[config.mk]
export PLATFORM = sky130hd
export DESIGN_NAME = output_backprop_seq
export DESIGN_NICKNAME = d
export VERILOG_FILES = /design/src/rtl/output_backprop_seq.sv
export SDC_FILE = /design/constraint.sdc
export NUM_CORES = 1
export LEC_CHECK = 0
export CORE_ASPECT_RATIO = 0.5
export CORE_MARGIN = 10
export CORE_UTILIZATION = 50
export DETAILED_ROUTE_END_ITERATION = 8
export PLACE_DENSITY = 0.74
export SYNTH_ARGS = -nofsm -noshare
export SYNTH_HDL_FRONTEND = slang
export SYNTH_SLANG_ARGS = --single-unit
[constraint.sdc]
create_clock -name clk_i -period 29.6 [get_ports clk_i]
set_input_delay 8.88 -clock clk_i [delete_from_list [all_inputs] [get_ports clk_i]]
set_output_delay 8.88 -clock clk_i [all_outputs]
set_load 0.01 [all_outputs]
[src/rtl/output_backprop_seq.sv]
// output_backprop_seq
//   Sequential output-layer weight update for a small neural network.
//   A pass captures the target x, the forward output final, the hidden
//   activations and the current hidden-to-output weights. It then emits one
//   updated weight per cycle:
//     w_k' = sat(w_k - ((2 * (x - final) * h_k) >>> LR_SHIFT))
//   The pass ends with a single-cycle b_end_o pulse.
//
// Ports
//   clk_i               rising-edge clock
//   rst_i               synchronous active-high reset
//   en_i                enable; low freezes the pass and masks the strobes
//   start_i             begin a pass (honoured only in IDLE)
//   zero_weight_reset_i synchronous abort/clear, same effect as rst_i
//   x_i, final_i        target and forward-pass output (unsigned)
//   hidden_vals_i       packed hidden activations, entry k at [k*H_W +: H_W]
//   weights_i           packed weights, entry k at [k*W_W +: W_W]
//   w_o, w_idx_o        updated weight and its index (held between strobes)
//   w_valid_o           w_o/w_idx_o strobe
//   busy_o              pass in progress (state != IDLE)
//   b_end_o             pass-complete pulse
module output_backprop_seq #(
    parameter int N_HIDDEN = 4,
    parameter int X_W      = 4,
    parameter int F_W      = 23,
    parameter int H_W      = 10,
    parameter int W_W      = 8,
    parameter int LR_SHIFT = 4
) (
    input  logic                                              clk_i,
    input  logic                                              rst_i,
    input  logic                                              en_i,
    input  logic                                              start_i,
    input  logic                                              zero_weight_reset_i,
    input  logic [X_W-1:0]                                    x_i,
    input  logic [F_W-1:0]                                    final_i,
    input  logic [N_HIDDEN*H_W-1:0]                           hidden_vals_i,
    input  logic [N_HIDDEN*W_W-1:0]                           weights_i,
    output logic [W_W-1:0]                                    w_o,
    output logic [((N_HIDDEN > 1) ? $clog2(N_HIDDEN) : 1)-1:0] w_idx_o,
    output logic                                              w_valid_o,
    output logic                                              busy_o,
    output logic                                              b_end_o
);

    localparam int IW = (N_HIDDEN > 1) ? $clog2(N_HIDDEN) : 1;
    // Gradient width: (F_W+1)-bit signed err times (H_W+1)-bit signed h,
    // plus one bit for the factor of 2. This width cannot overflow.
    localparam int GW = F_W + H_W + 3;

    typedef enum logic [1:0] {IDLE, ERR, UPDATE, DONE} state_t;

    state_t                  state_q;
    logic [IW-1:0]           idx_q;
    logic [X_W-1:0]          x_q;
    logic [F_W-1:0]          fin_q;
    logic [N_HIDDEN*H_W-1:0] hid_q;
    logic [N_HIDDEN*W_W-1:0] wgt_q;
    logic [F_W:0]            err_q;

    logic [F_W:0]   err_c;
    logic [H_W-1:0] h_k;
    logic [W_W-1:0] w_k;
    logic [GW-1:0]  err_ext;
    logic [GW-1:0]  h_ext;
    logic [GW-1:0]  grad;
    logic [GW-1:0]  delta;
    logic [GW:0]    diff;
    logic           fits;
    logic [W_W-1:0] w_sat;

    // Both operands are zero-extended to F_W+1 bits. The modular difference
    // is then the exact two's-complement error. This assumes X_W <= F_W.
    assign err_c = {{(F_W + 1 - X_W){1'b0}}, x_q} - {1'b0, fin_q};

    assign h_k = hid_q[idx_q*H_W +: H_W];
    assign w_k = wgt_q[idx_q*W_W +: W_W];

    // Modular GW-bit products are exact here because the true value fits.
    assign err_ext = {{(GW - F_W - 1){err_q[F_W]}}, err_q};
    assign h_ext   = {{(GW - H_W){1'b0}}, h_k};
    assign grad    = (err_ext * h_ext) << 1;
    assign delta   = $signed(grad) >>> LR_SHIFT;

    // One extra bit so the subtraction itself never wraps.
    assign diff = {{(GW + 1 - W_W){w_k[W_W-1]}}, w_k} - {delta[GW-1], delta};

    // The value fits in W_W bits when every bit above the target sign bit
    // matches that sign bit. Otherwise clamp toward the sign of diff.
    assign fits  = (&diff[GW:W_W-1]) | ~(|diff[GW:W_W-1]);
    assign w_sat = fits ? diff[W_W-1:0] : {diff[GW], {(W_W - 1){~diff[GW]}}};

    assign busy_o = (state_q != IDLE);

    always_ff @(posedge clk_i) begin
        if (rst_i || zero_weight_reset_i) begin
            state_q   <= IDLE;
            idx_q     <= '0;
            x_q       <= '0;
            fin_q     <= '0;
            hid_q     <= '0;
            wgt_q     <= '0;
            err_q     <= '0;
            w_o       <= '0;
            w_idx_o   <= '0;
            w_valid_o <= 1'b0;
            b_end_o   <= 1'b0;
        end else if (en_i) begin
            w_valid_o <= 1'b0;
            b_end_o   <= 1'b0;
            case (state_q)
                IDLE: begin
                    if (start_i) begin
                        x_q     <= x_i;
                        fin_q   <= final_i;
                        hid_q   <= hidden_vals_i;
                        wgt_q   <= weights_i;
                        state_q <= ERR;
                    end
                end
                ERR: begin
                    err_q   <= err_c;
                    idx_q   <= '0;
                    state_q <= UPDATE;
                end
                UPDATE: begin
                    w_o       <= w_sat;
                    w_idx_o   <= idx_q;
                    w_valid_o <= 1'b1;
                    if (idx_q == IW'(N_HIDDEN - 1)) state_q <= DONE;
                    else                            idx_q   <= idx_q + 1'b1;
                end
                DONE: begin
                    b_end_o <= 1'b1;
                    state_q <= IDLE;
                end
                default: state_q <= IDLE;
            endcase
        end else begin
            // Stall: hold everything and mask the strobes.
            w_valid_o <= 1'b0;
            b_end_o   <= 1'b0;
        end
    end

endmodule

==> results.yml, run 1 <==
critical_path:
  start_kind: "primary input"
  reg2reg_from: "idx_q[0]"
  required_ns: 29.87
  end_kind: "flop"
  rr_endpoint: "w_o[6]"
  crit_path_start: "en_i"
  crit_type: "primary input to flop"
  r2r_cells: 34
  cp.arrival_ns: 12.18
  cp_max_fo: 11
  r2r_setup_slack_ns: 18.38
sta:
  finalCritPeriodShare_pct: 40.22
  max_freq_mhz: 84.00
  maxSlewViolCount: 0
  worst_slew_pin_slew_ns: 1.258
  finClkSkew_ns: 0.01290
  grt_setup_unrepaired: "no"
  post-route-worst-setup-slack_ns: 17.70
  finalCriticalPeriod_ns: 11.90
  slew_headroom_pct: 16.01
  hold_viol_final: 0
  fin_tns_setup_ns: 0
  setup_viol: 0
final_layout:
  antenna_cells: 0
  drive_gt1_share_pct: 3.347
  finalNonFillerCells: 2434
  post-route-util_pct: 56.69
  syn_to_final_growth_pct: 11.73
  finalNetCount: 2422
logic_synthesis:
  ys_seq_area_share_pct: 17.29
  synthTopCellsByArea: "fa_1, dfxtp_1, nand2_1"
  synth_edf_count: 0
  synthMuxAreaShare_pct: 2.581
  syn_inst: 1954
  synthDistinctLibCells: 68
  synth_top_area_share_pct: 26.25
  synthFlopType: "dfxtp_1"
  synthXorXnorAreaFrac_pct: 4.572
  synth_area_per_cell_um2: 8.235
  yosysTopAreaCell: "fa_1"
  synth-async-reset-ratio_pct: 0
  yosys_warnings: 0
  yosys.area_share.simple_pct: 19.41
  synth_top_family_by_area: "adder cells"
  synth-seq-cells: 139
  synthAdderAreaFrac_pct: 35.27
  syn_area_um2: 16090
  synth-compound-area-share_pct: 12.36
  synth_nets: 2385
pwr:
  powerDensity_nw_per_um2: 26.47
  ir_drop_uv: 35.93
  finalPower_mw: 0.4758
  cellLeakagePower_nw: 7.897
hold_path:
  hold_path_class: "flop to flop"
  min_to: "wgt_q[5]"
  hold_start: "wgt_q[5]"
  hold_path_depth: 2
placed_design:
  io_buffers: 116
  dp.cells: 2404
  dp_hpwl_um: 31530
  place_ws_ns: 17.35
  gp_congestion: 0.9142
route:
  firstDrtPassIters: 8
  wl_per_cell_um: 16.45
  num_vias: 13169
  vias_per_cell: 5.410
  drt_iter0_markers: 1002
  postRouteAntennaNets: 0
  drc: 0
  drt-total-wl_um: 40050
floorplan:
  fp.dieW_um: 273.7
  dieArea_um2: 40190
  ioPinCount: 117
  die_h_um: 146.9
  coreArea_um2: 31710
  rows: 46
  start_util_pct: 50.74
cts:
  cts_root_buffer: "clkbuf_16"
  ctsResizeCount: 0
  post_cts_buffers: 0
  path_clk_slew_ns: 0.06
  clk_path_buf_depth: 2
  tritoncts: "yes"
  ctsHoldBuffers: 0
  cts_buffers: 17
  clock_sinks: 139
  h-tree-depth: 4
  clk_latency_ns: 0.43
grt:
  grt_pass1_vias: 13334
  grt_pass1_wl_um: 67580
  grt_overflow: 0
  gr-usage-all-layers_pct: 20.30
  antenna_found_initial: 0
  grt_max_degree: 100
run_status:
  status: "complete, no violations"
run:
  max-cap-violations: 0
==> report_power, final <==
group | leakage, nW | internal (mW) | switching (mW)
combinational | 6.52 | 0.0384 | 0.0484
sequential | 1.12 | 0.190 | 0.00307
clock | 0.251 | 0.107 | 0.0885
==> flip-flops by register name, summed over array words and instances, names as in the netlist <==
| signal | count |
|---|---|
| hid_q | 40 |
| wgt_q | 32 |
| err_q | 24 |
| fin_q | 23 |
| w_o | 8 |
| x_q | 4 |
| idx_q | 2 |
| state_q | 2 |
| w_idx_o | 2 |
| b_end_o | 1 |
| w_valid_o | 1 |
==> critical path, stage by stage <==
cell             delay (ns)
clkdlybuf4s50_1        0.70
nand2_1                0.32
a21oi_1                0.20
o221ai_1               0.14
or3_1                  0.32
or4_1                  0.46
or4b_1                 0.49
nor4b_2                0.27
a41o_2                 0.32
a211oi_1               0.09
==> layer usage <==
layer | vias to the layer above | track usage (%) | share of wire, %
met3 | 48 | 2.835 | 5.6
li1 | 6320 | - | -
met1 | 6440 | 28.20 | 46
met4 | 0 | 4.508 | 1.6
met2 | 361 | 33.06 | 46
met5 | - | 0 | 0
==> area by class of cell <==
class / count / area, um2
fill: 2854 / 13730
clock inverter: 12 / 92.59
clock buffer: 18 / 429.2
tap: 432 / 540.5
sequential: 139 / 2783
inverter: 263 / 987.2
timing repair buffer: 120 / 1191
multi-input combinational: 1450 / 11960
==> per-stage QoR <==
step	cell area, um2	hold WS, ns
finish	17980	0.4528
global route	17980	0.4648
CTS	17980	0.4541
detailed placement	17460	0.4463
global placement	17460	0.4390
floorplan	16090	0.4307
==> how the worst max path moves through the flow <==
stage	end	slack, ns
floorplan	w_o[0]	18.47
global placement	w_o[4]	17.43
detailed placement	w_o[5]	17.35
CTS	w_o[0]	17.79
global route	w_o[4]	17.59
finish	w_o[6]	17.70
==> cell families (layout without fill, tap and decap cells) <==
group,after synthesis,after routing
mux,19,19
simple gates,685,685
compound gates,335,335
fa+ha+maj,327,327
xor+xnor,84,84
buf+inv,365,413
flops,139,139
==> synth_stat cells, drive strengths merged (3+ instances only) <==
cell    count
nand2     403
o221ai      3
xnor2      42
nor3       20
a21boi      3
dfxtp     139
nand4       7
and3        7
nor4        4
o21a        8
nand3      11
ha        116
nor2       67
nor2b       7
a211oi     18
mux4       18
o211ai     11
clkbuf     95
buf         7
xor2       42
o21ai      38
a21oi     191
or3         9
or2         6
o21bai      6
inv       263
and4        4
or4         4
and2      120
fa        211
a21o       21
nand2b      7
a31oi       8
o31ai       4
==> cells in the final DEF (no fill, tap or decap), types with 4 or more instances in the layout <==
cell,netlist,final
nor4_1,4,4
o31ai_1,4,4
nand2b_1,7,7
mux4_2,18,18
o211ai_1,11,11
nand2_1,403,403
nor2_1,67,67
xor2_1,42,42
xnor2_1,42,42
a31oi_1,8,8
clkbuf_16,0,17
or2_2,5,4
and3_1,7,6
nand3_1,11,10
o21a_1,8,8
or4_1,4,4
fa_1,211,211
and4_1,4,4
a211oi_1,18,18
a21o_1,21,21
a21oi_1,191,191
dfxtp_1,139,139
and2_1,120,120
nand4_1,7,7
or3_1,8,8
inv_1,263,263
ha_1,116,116
nor3_1,20,20
o21ai_0,37,37
clkdlybuf4s50_1,0,116
o21bai_1,6,6
nor2b_1,7,7
buf_4,0,4
Note: power is estimated with default switching activity, not from simulation.
==> inputs of run 2 (changes only) <==
Settings changed: PLACE_DENSITY 0.74 to 0.76.
Clock period 29.6 ns to 9.88 ns, I/O delays scaled along.
==> results.yml, run 2 (synthesis results as in run 1) <==
critical_path:
  slowest_delay_ns: 0.55
  end_kind: "flop"
  cp.arrival_ns: 9.89
  crit_path_start: "idx_q[0]"
  cp_max_fo: 7
  crit_type: "flop to flop"
  required_ns: 10.14
  start_kind: "flop"
  reg2reg_from: "idx_q[0]"
  path_common_cell: "fa_1"
  slowest_stage: "fa_1"
cts:
  tritoncts: "yes"
  cts_root_buffer: "clkbuf_16"
  clock_sinks: 139
  cts_buffers: 17
  h-tree-depth: 4
  clk_path_buf_depth: 2
  ctsHoldBuffers: 0
  clk_latency_ns: 0.43
  path_clk_slew_ns: 0.06
pwr:
  p_sw_share_pct: 30.17
  pwr-share-comb_pct: 18.0
  finalPower_mw: 1.470
  ir_drop_uv: 90.28
  powerDensity_nw_per_um2: 79.46
  cellLeakagePower_nw: 8.126
  switchingPower_mw: 0.4435
  p_clk_share_pct: 42.5
  p_seq_share_pct: 39.5
  internal_power_mw: 1.027
route:
  drt-total-wl_um: 45900
  num_vias: 13647
  drc: 0
  drt_iter0_markers: 1203
  vias_per_cell: 5.534
  firstDrtPassIters: 5
  wl_per_cell_um: 18.61
  postRouteAntennaNets: 0
sta:
  maxSlewViolCount: 0
  finClkSkew_ns: 0.01068
  slew_headroom_pct: 23.65
  max_freq_mhz: 103.9
  finalCritPeriodShare_pct: 97.42
  setup_viol: 0
  finalCriticalPeriod_ns: 9.625
  hold_viol_final: 0
  worst_slew_pin_slew_ns: 1.145
placed_design:
  dpl_cell_area_um2: 17590
  gp_congestion: 0.9270
  dp_hpwl_um: 35000
  io_buffers: 116
grt:
  gr-usage-all-layers_pct: 21.69
  grt_max_degree: 108
  grt_overflow: 0
  grt_pass1_wl_um: 70470
  grt_pass1_vias: 13487
  antenna_found_initial: 3
floorplan:
  dieArea_um2: 40190
  die_h_um: 146.9
  fp.dieW_um: 273.7
  start_util_pct: 50.74
  rows: 46
  coreArea_um2: 31710
  ioPinCount: 117
run:
  max-cap-violations: 0
final_layout:
  largest_registers: "hid_q (40), wgt_q (32), err_q (24)"
  finish.instance_area_um2: 18500
  largest_register_ff_count: 40
  syn_to_final_growth_pct: 14.98
  final_common_cell: "nand2_1"
  drive_gt1_share_pct: 5.460
  mostFrequentLayoutCells: "nand2_1, inv_1, fa_1, a21oi_1, dfxtp_1"
  finalNetCount: 2451
  top_register: "hid_q"
hold_path:
  hold_start: "wgt_q[23]"
  hold_path_class: "flop to flop"
run_status:
  status: "complete, no violations"
==> run 2: cell count changes in the layout (fill, tap and decap cells not counted), sizes merged <==
cell and change:
mux4 +5, inv +6, clkinv -2, clkbuf +2, clkinvlp -2, diode +1
buf +22
==> run 2: worst paths after layout <==
kind / slack, ns / to / cells past startpoint
setup / recovery: 0.25 / w_o[2] / 33
setup reg to reg: 0.25 / w_o[2] / 33
hold / removal: 0.45 / wgt_q[23] / 2
hold reg to reg: 0.45 / wgt_q[23] / 2
==> run 2: metrics by stage <==
| stage | utilization [%] | cells | setup WS, ns | hold WS [ns] | setup TNS [ns] |
|---|---|---|---|---|---|
| final | 58.34 | 2466 | 0.2549 | 0.4545 | 0 |
| after global routing | 58.34 | 2466 | -0.005370 | 0.4667 | -0.005370 |
| after CTS | 57.27 | 2449 | 0.05043 | 0.4533 | 0 |
| after detailed placement | 55.47 | 2417 | -0.06901 | 0.4438 | -0.4497 |
| after global placement | 55.47 | 2417 | 0.2050 | 0.4390 | 0 |
| after floorplan | - | 1954 | 0.2983 | 0.4307 | 0 |
==> run 2: worst max-delay path, delay by kind of cell, from the launching register on <==
family | cells | cell delay [ns]
DFF | 1 | 0.39
AOI/OAI and AO/OA | 11 | 2.32
adders and majority gates | 7 | 3.28
buffers and inverters | 6 | 0.66
and+or+nand+nor | 7 | 2.07
muxes | 1 | 0.51
xor gates and xnor gates | 1 | 0.20
==> run 2: power groups by stage <==
stage	logic (mW)	registers [mW]	clock network, mW
after floorplan	0.171	0.587	0
after global placement	0.255	0.592	0
after detailed placement	0.256	0.592	0
after CTS	0.259	0.579	0.631
after global routing	0.292	0.582	0.657
final	0.265	0.581	0.624
==> run 2: cell type report <==
type / instances / area, um2
Fill cell: 2694 / 13210
Multi-Input combinational cell: 1455 / 12160
Sequential cell: 139 / 2788
Timing Repair Buffer: 144 / 1459
Inverter: 263 / 987.2
Tap cell: 432 / 540.5
Clock buffer: 18 / 439.2
Clock inverter: 14 / 123.9
Antenna cell: 1 / 2.502
==> run 2: per-layer routing <==
layer / vias to the layer above / global-route usage [%] / share of wire, %
met3: 51 / 6.724 / 12
li1: 6401 / - / -
met4: 2 / 4.728 / 1.5
met1: 6627 / 29.56 / 43
met5: - / 1.752 / 0.20
met2: 566 / 33.07 / 43
==> run 2: repair_timing <==
item / CTS / global route
endpoints found under the setup margin: 7 / 7
buffers inserted: 0 / 9
pin swaps: 1 / 9
resized for setup: 3 / 23
cloned: 0 / 7
